`config.mk`:
```
export PLATFORM = sky130hd
export DESIGN_NAME = seq_tx
export DESIGN_NICKNAME = d
export VERILOG_FILES = /design/src/rtl/seq_tx.sv
export SDC_FILE = /design/constraint.sdc
export NUM_CORES = 1
export LEC_CHECK = 0
export BUFFER_PORTS_ARGS = -buffer_cell sky130_fd_sc_hd__buf_4
export CAP_MARGIN = 20
export CORE_MARGIN = 5
export CORE_UTILIZATION = 62
export CTS_CLUSTER_SIZE = 30
export DETAILED_ROUTE_END_ITERATION = 16
export PLACE_DENSITY = 0.91
export SETUP_SLACK_MARGIN = 0.3
export SYNTH_ARGS = -nofsm -noshare
export SYNTH_HDL_FRONTEND = slang
export SYNTH_SLANG_ARGS = --single-unit
```
`constraint.sdc`:
```
create_clock -name clk -period 4.09 [get_ports clk]
set_input_delay 0.2045 -clock clk [delete_from_list [all_inputs] [get_ports clk]]
set_output_delay 0.2045 -clock clk [all_outputs]
set_load 0.01 [all_outputs]
```
`src/rtl/seq_tx.sv`:
```
// rtl/seq_tx.sv - serial pattern transmitter, MSB-first, optional SEQ_TX_REPEAT_EN frame repeat
module seq_tx #(
  parameter int WIDTH = 18,
  parameter int CNT_W = 5
) (
  input  logic             clk,
  input  logic             rst,
  input  logic             start,
  input  logic [WIDTH-1:0] pattern,
  input  logic [CNT_W-1:0] len,
`ifdef SEQ_TX_REPEAT_EN
  input  logic             repeat_frame,
`endif
  output logic             dout,
  output logic             valid,
  output logic             busy,
  output logic             done
);

  typedef enum logic [1:0] {IDLE, SHIFT, DONE} state_t;

  localparam logic [CNT_W-1:0] WIDTH_C = CNT_W'(WIDTH);

  state_t           state, state_nx;
  logic [WIDTH-1:0] sr, sr_nx;
  logic [CNT_W-1:0] cnt, cnt_nx;
  logic [CNT_W-1:0] eff_len;
  logic [CNT_W-1:0] shamt;
  logic [WIDTH-1:0] aligned;
  logic             accept;

  // Clamp the length and left-align the pattern so the first bit sits in the MSB
  always_comb begin
    eff_len = (len > WIDTH_C) ? WIDTH_C : len;
    shamt   = WIDTH_C - eff_len;
    aligned = pattern << shamt;
    accept  = start && (len != '0);
  end

`ifdef SEQ_TX_REPEAT_EN
  logic [WIDTH-1:0] pat_q;
  logic [CNT_W-1:0] len_q;

  // Keep a copy of the accepted frame so it can be replayed without a gap
  always_ff @(posedge clk or negedge rst) begin
    if (!rst) begin
      pat_q <= '0;
      len_q <= '0;
    end else if ((state == IDLE || state == DONE) && accept) begin
      pat_q <= aligned;
      len_q <= eff_len;
    end
  end
`endif

  // State, shift register and bit counter
  always_ff @(posedge clk or negedge rst) begin
    if (!rst) begin
      state <= IDLE;
      sr    <= '0;
      cnt   <= '0;
    end else begin
      state <= state_nx;
      sr    <= sr_nx;
      cnt   <= cnt_nx;
    end
  end

  // Next-state and output decode; outputs depend only on registered state
  always_comb begin
    state_nx = state;
    sr_nx    = sr;
    cnt_nx   = cnt;
    dout     = 1'b0;
    valid    = 1'b0;
    busy     = 1'b0;
    done     = 1'b0;
    case (state)
      IDLE: begin
        if (accept) begin
          state_nx = SHIFT;
          sr_nx    = aligned;
          cnt_nx   = eff_len;
        end
      end
      SHIFT: begin
        dout  = sr[WIDTH-1];
        valid = 1'b1;
        busy  = 1'b1;
        if (cnt == CNT_W'(1)) begin
`ifdef SEQ_TX_REPEAT_EN
          if (repeat_frame) begin
            sr_nx  = pat_q;
            cnt_nx = len_q;
          end else begin
            state_nx = DONE;
            sr_nx    = '0;
            cnt_nx   = '0;
          end
`else
          state_nx = DONE;
          sr_nx    = '0;
          cnt_nx   = '0;
`endif
        end else begin
          sr_nx  = sr << 1;
          cnt_nx = cnt - CNT_W'(1);
        end
      end
      DONE: begin
        done = 1'b1;
        // The exiting edge already behaves as IDLE so frames repeat every L+1 cycles
        if (accept) begin
          state_nx = SHIFT;
          sr_nx    = aligned;
          cnt_nx   = eff_len;
        end else begin
          state_nx = IDLE;
        end
      end
      default: begin
        state_nx = IDLE;
        sr_nx    = '0;
        cnt_nx   = '0;
      end
    endcase
  end

endmodule

```
* Yosys cells after proc, flatten, opt, wreduce, memory -nomap -nowiden
Cells that the tools add are included.
** Cells by class
- Add/subtract/negate cells :: 2
- Shift operators :: 1
- Reduce and logical (&&, ||, !) cells :: 5
- Magnitude comparators :: 1
- Eq/ne operators :: 6
- Muxes and demuxes :: 14
** Operators with widths (count)
- 2-to-1 mux 18 bit :: 2
- one-hot mux 18 bit (2 select lines) :: 1
- left shift 18 x 5 -> 18 bit :: 1
- 2-to-1 mux 5 bit :: 3
- one-hot mux 5 bit (2 select lines) :: 1
- one-hot mux 2 bit (3 select lines) :: 1
- == test 5 x 1 -> 1 bit, second input constant :: 1
- greater-than comparator 5 bit, second input constant :: 1
- nonzero test 5 bit :: 1
- subtractor 5 x 1 -> 5 bit, second input constant :: 1
- subtractor 5 bit, first input constant :: 1
- 2-to-1 mux 1 bit :: 4
- 2-to-1 mux 2 bit :: 2
- != test 2 bit, second input constant :: 2
- == test 2 x 1 -> 1 bit, second input constant :: 1
- == test 2 bit, second input constant :: 1
- logical NOT 2 bit :: 1
- != test 2 x 1 -> 1 bit, second input constant :: 1
- AND reduction 2 bit :: 1
- OR reduction 2 bit :: 1
- logical AND 1 bit :: 1
** Word-level totals
- Register bits after elaboration :: 25
- Output and inout port bits :: 4

* Longest topological paths before layout
- Depth in word-level cells :: 6
- Gate-level depth with buffers :: 11
- Depth with buffers taken out :: 10

* Worst setup path before layout
No wires, ideal clock.
- Path type :: input -> register
- Start :: in len[3]
- End :: reg sr[12]
- Buffers on the path :: 2
- Setup slack :: 1417 ps
- Arrival :: 2547 ps
- Stages :: 11
- Cell sequence :: o31ai_2 > nand2_4 > inv_6 > buf_12 > ha_1 > inv_1 > clkbuf_1 > mux4_2 > mux2i_1 > o22ai_1 > a221o_1
** On the way
- Cells in the longest elaborated chain, start to end :: 6
- Elaborated cells between the ends (all ways) :: 9
- Classes of those cells :: 1 x add/sub; 1 x order compare; 1 x eq/ne; 1 x shift; 3 x mux; 2 x reduce/logical
** RTL lines
- from (decl) :: RTL line 10 : input logic [CNT_W-1:0] len,
- greater-than comparator 5 bit :: RTL line 34 : eff_len = (len > WIDTH_C) ? WIDTH_C : len;
- 2-to-1 mux 5 bit :: RTL line 34
- subtractor 5 bit :: RTL line 35 : shamt = WIDTH_C - eff_len;
- left shift 18 x 5 -> 18 bit :: RTL line 36 : aligned = pattern << shamt;
- 2-to-1 mux 18 bit :: RTL line 80, 113
- one-hot mux 18 bit (2 select lines) :: RTL line 78 : case (state)
- to (signal assigned) :: RTL line 64 : sr <= sr_nx;
- to (decl) :: RTL line 25 : logic [WIDTH-1:0] sr, sr_nx;
Parallel ways exist; a longest one is shown, timed or not. The select of a mux whose other input is x is not followed.
A chain may end at the register's enable or synchronous reset.

* Worst setup path in the final report
- Start :: in len[3]
- End :: reg sr[13]
The elaborated chain is that of the path after synthesis.

==> summary.txt <==
Global route
  – GRT Util Overall: 23.90%
  – Vias in the first global route: 1709
  – Total gr overflow: 0
  – Initial antenna violation count: 0
  – Global-route wire length before repair: 8.390 mm
  – Largest net degree at the start of global routing: 26

Routing
  – Drt pass-1 iters: 8
  – DRT Wirelength: 4.981 mm
  – Remaining antenna violation count after routing: 0
  – Vias per cell: 6.878
  – Residual DRC: 0
  – Initial DRC count: 174
  – Vias: 1864
  – Routed WL per cell: 18.38 um

Worst hold path
  – Worst hold path class: input port to flip-flop
  – Hold Path Stages: 3

Floorplanning
  – Core ar.: 3311 sq um
  – Num ports: 30
  – Die area: 4634 sq um
  – FP Rows: 21
  – Die height: 68.07 um
  – Die Wd: 68.07 um
  – Initial Util: 63.15%

Placed design
  – GP Congestion: 0.9140
  – Detailed Place HPWL: 3.725 mm
  – I/O Buffers: 29
  – Dpl cell area: 2311 sq um

Worst setup path
  – Crit path required time: 4.31 ns
  – Crit. path cell count: 10
  – CP Max Fanout: 15
  – CP max-delay cell: mux4_2
  – Critical Path Start Type: input port
  – Worst Setup End Kind: flip-flop
  – Worst path arrival time: 2.82 ns
  – Crit path largest cell delay: 0.48 ns
  – Crit Path Category: input port to flip-flop
  – Cells along the critical path: buf_4 -> o31ai_2 -> nand2_4 -> inv_6 -> ha_1 -> inv_1 -> mux4_2 -> mux4_2 -> nand2_1 -> nand2_1
  – FF-to-FF path depth: 7
  – Crit path buffers/inverters: 3
  – Critical path's top delay family: multiplexers

STA
  – Final hold vios: 0
  – Fmax: 384.5 MHz
  – Slew headroom: 47.85%
  – Final Cycle Share: 63.59%
  – Fin Setup TNS: 0 ns
  – Worst-Margin Slew: 0.7823 ns
  – Final worst path period need: 2.601 ns
  – Clk_skew: 0.005294 ns
  – Slew Limit Fails: 0
  – Endpoints failing setup: 0
  – Unrepaired setup endpoints after global routing: no

Clocking
  – CTS buffer count: 3
  – Clk root buf: clkbuf_4
  – Clock buffer depth: 2
  – Skew-Pair Late Insertion Delay: 0.32 ns
  – Htree depth: 1
  – TritonCTS clock tree: built
  – CTS clock-pin slew for the worst setup and hold paths: 0.14 ns
  – TritonCTS Sinks: 25
  – Post-CTS setup buffers: 0

Synth
  – EDFF count, synth: 0
  – Synth Cell Area: 2091 sq um
  – Seq cells post-synth: 25
  – Synth warn: 0
  – Synth Net Count: 230
  – Cell taking the most area after synthesis: dfrtp_1
  – Synth Flop Type: dfrtp_1
  – Distinct cell type count after synthesis: 49
  – Ranking of synthesized cells by area: dfrtp_1 (30%), mux4_1 (11%), mux4_2 (7.5%)
  – Syn Area/Cell: 10.40 sq um
  – Sequential fraction of the synthesis area: 29.92%
  – Post-synth top area share: 29.92%
  – Cells after synthesis: 201
  – Post-synth ARST share: 100.0%

Pwr
  – P_leak: 1.012 nW
  – Power Density: 487.0 nW/um^2
  – Peak supply drop: 337.1 uV

Cells and area
  – ANT cells: 0
  – Area growth syn-to-layout: 12.33%
  – Share of cells above drive strength 1: 24.44%
  – Nets@finish: 255
  – Final Instance Area: 2349 sq um

Run
  – Max-cap viol count: 0

Run status
  – Outcome: finished clean
[cell usage in the layout, fill, tap and decap left out, types with 7 or more instances in the layout]
master   instances
a21oi_1          9
a22oi_1         10
a32oi_1          7
buf_4           30
dfrtp_1         25
mux2i_1         13
mux4_1           9
mux4_2           7
nand2_1         15
nor2_1          16
o21ai_0         15
[cell usage after synthesis (4+ instances only)]
master	n
dfrtp_1	25
o22ai_1	6
mux4_1	9
nor2_1	16
clkbuf_1	7
mux2i_1	13
mux4_2	7
a21oi_1	9
inv_1	5
a22oi_1	10
o21ai_0	15
a32oi_1	7
nand2_1	15
and2_1	4
[kinds of logic after synthesis]
logic type	share of synthesized area, %
adder cells (fa/ha/maj)	1.796
flip-flops	29.92
AO/OA/AOI/OAI	23.70
AND/OR/NAND/NOR	11.97
buffers and inverters	4.309
XOR/XNOR	1.616
multiplexers	26.69
[stage by stage]
stage | utilization, % | hold slack, ns | cells | power (W) | setup WS (ns)
2_1_floorplan | - | -0.09109 | 201 | 0.0008654 | 1.417
3_3_place_gp | 69.80 | 0.1207 | 266 | 0.001011 | 1.268
3_5_place_dp | 69.80 | 0.1190 | 266 | 0.001028 | 1.155
4_1_cts | 70.94 | 0.2120 | 271 | 0.001135 | 1.511
5_1_grt | 70.94 | 0.2314 | 271 | 0.001237 | 1.309
6_report | 70.94 | 0.2200 | 271 | 0.001144 | 1.489
[worst reg2reg max path: stages (launching register included)]
cell,delay (ns)
dfrtp_1,0.69
nand2b_1,0.23
inv_1,0.19
and2_1,0.67
nand2_1,0.16
o21ai_0,0.11
a31oi_1,0.07
o22ai_2,0.15
[where the power goes]
part / total, W / switching (W) / leakage (nW) / internal, W
Clock: 0.000110 / 0.0000733 / 0.0177 / 0.0000366
Sequential: 0.000435 / 0.0000895 / 0.328 / 0.000345
Combinational: 0.000599 / 0.000340 / 0.667 / 0.000259
[registers in the layout, indices dropped and copies added, names as in the netlist]
name / flops
cnt: 5
sr: 18
state: 2
[what timing repair did]
item | CTS | global route
resized for setup | 0 | 0
hold buffers | 1 | 0
endpoints found under the hold margin | 25 | 0
[area by class of cell]
class                   count  area [sq um]
clock inverters             1         5.005
multi-input cells         159          1375
repair buffers             31         235.2
inverters                   6         27.53
fillers                   266         962.2
clock buffers               3         22.52
well taps                  46         57.56
flip-flops and latches     25         625.6
[metal layers]
layer  share of wire (%)  vias to the layer above  global-route usage [%]
li1                    -                      848                       -
met1                  43                      895                   34.82
met2                  47                      113                   38.03
met3                 9.3                        8                   1.806
met4                0.84                        0                   7.444
met5                   0                        -                       0
[path summary, 6_finish.rpt]
check                      startpoint  endpoint  slack (ns)
max                            len[3]    sr[13]        1.49
min                             start  state[0]        0.22
max reg2reg                  state[0]    sr[16]        1.77
min reg2reg                     sr[3]     sr[3]        0.50
max in group asynchronous         rst  state[0]        3.52
min in group asynchronous         rst    cnt[1]        0.33
No activity file was read; power rests on OpenSTA's default activity.
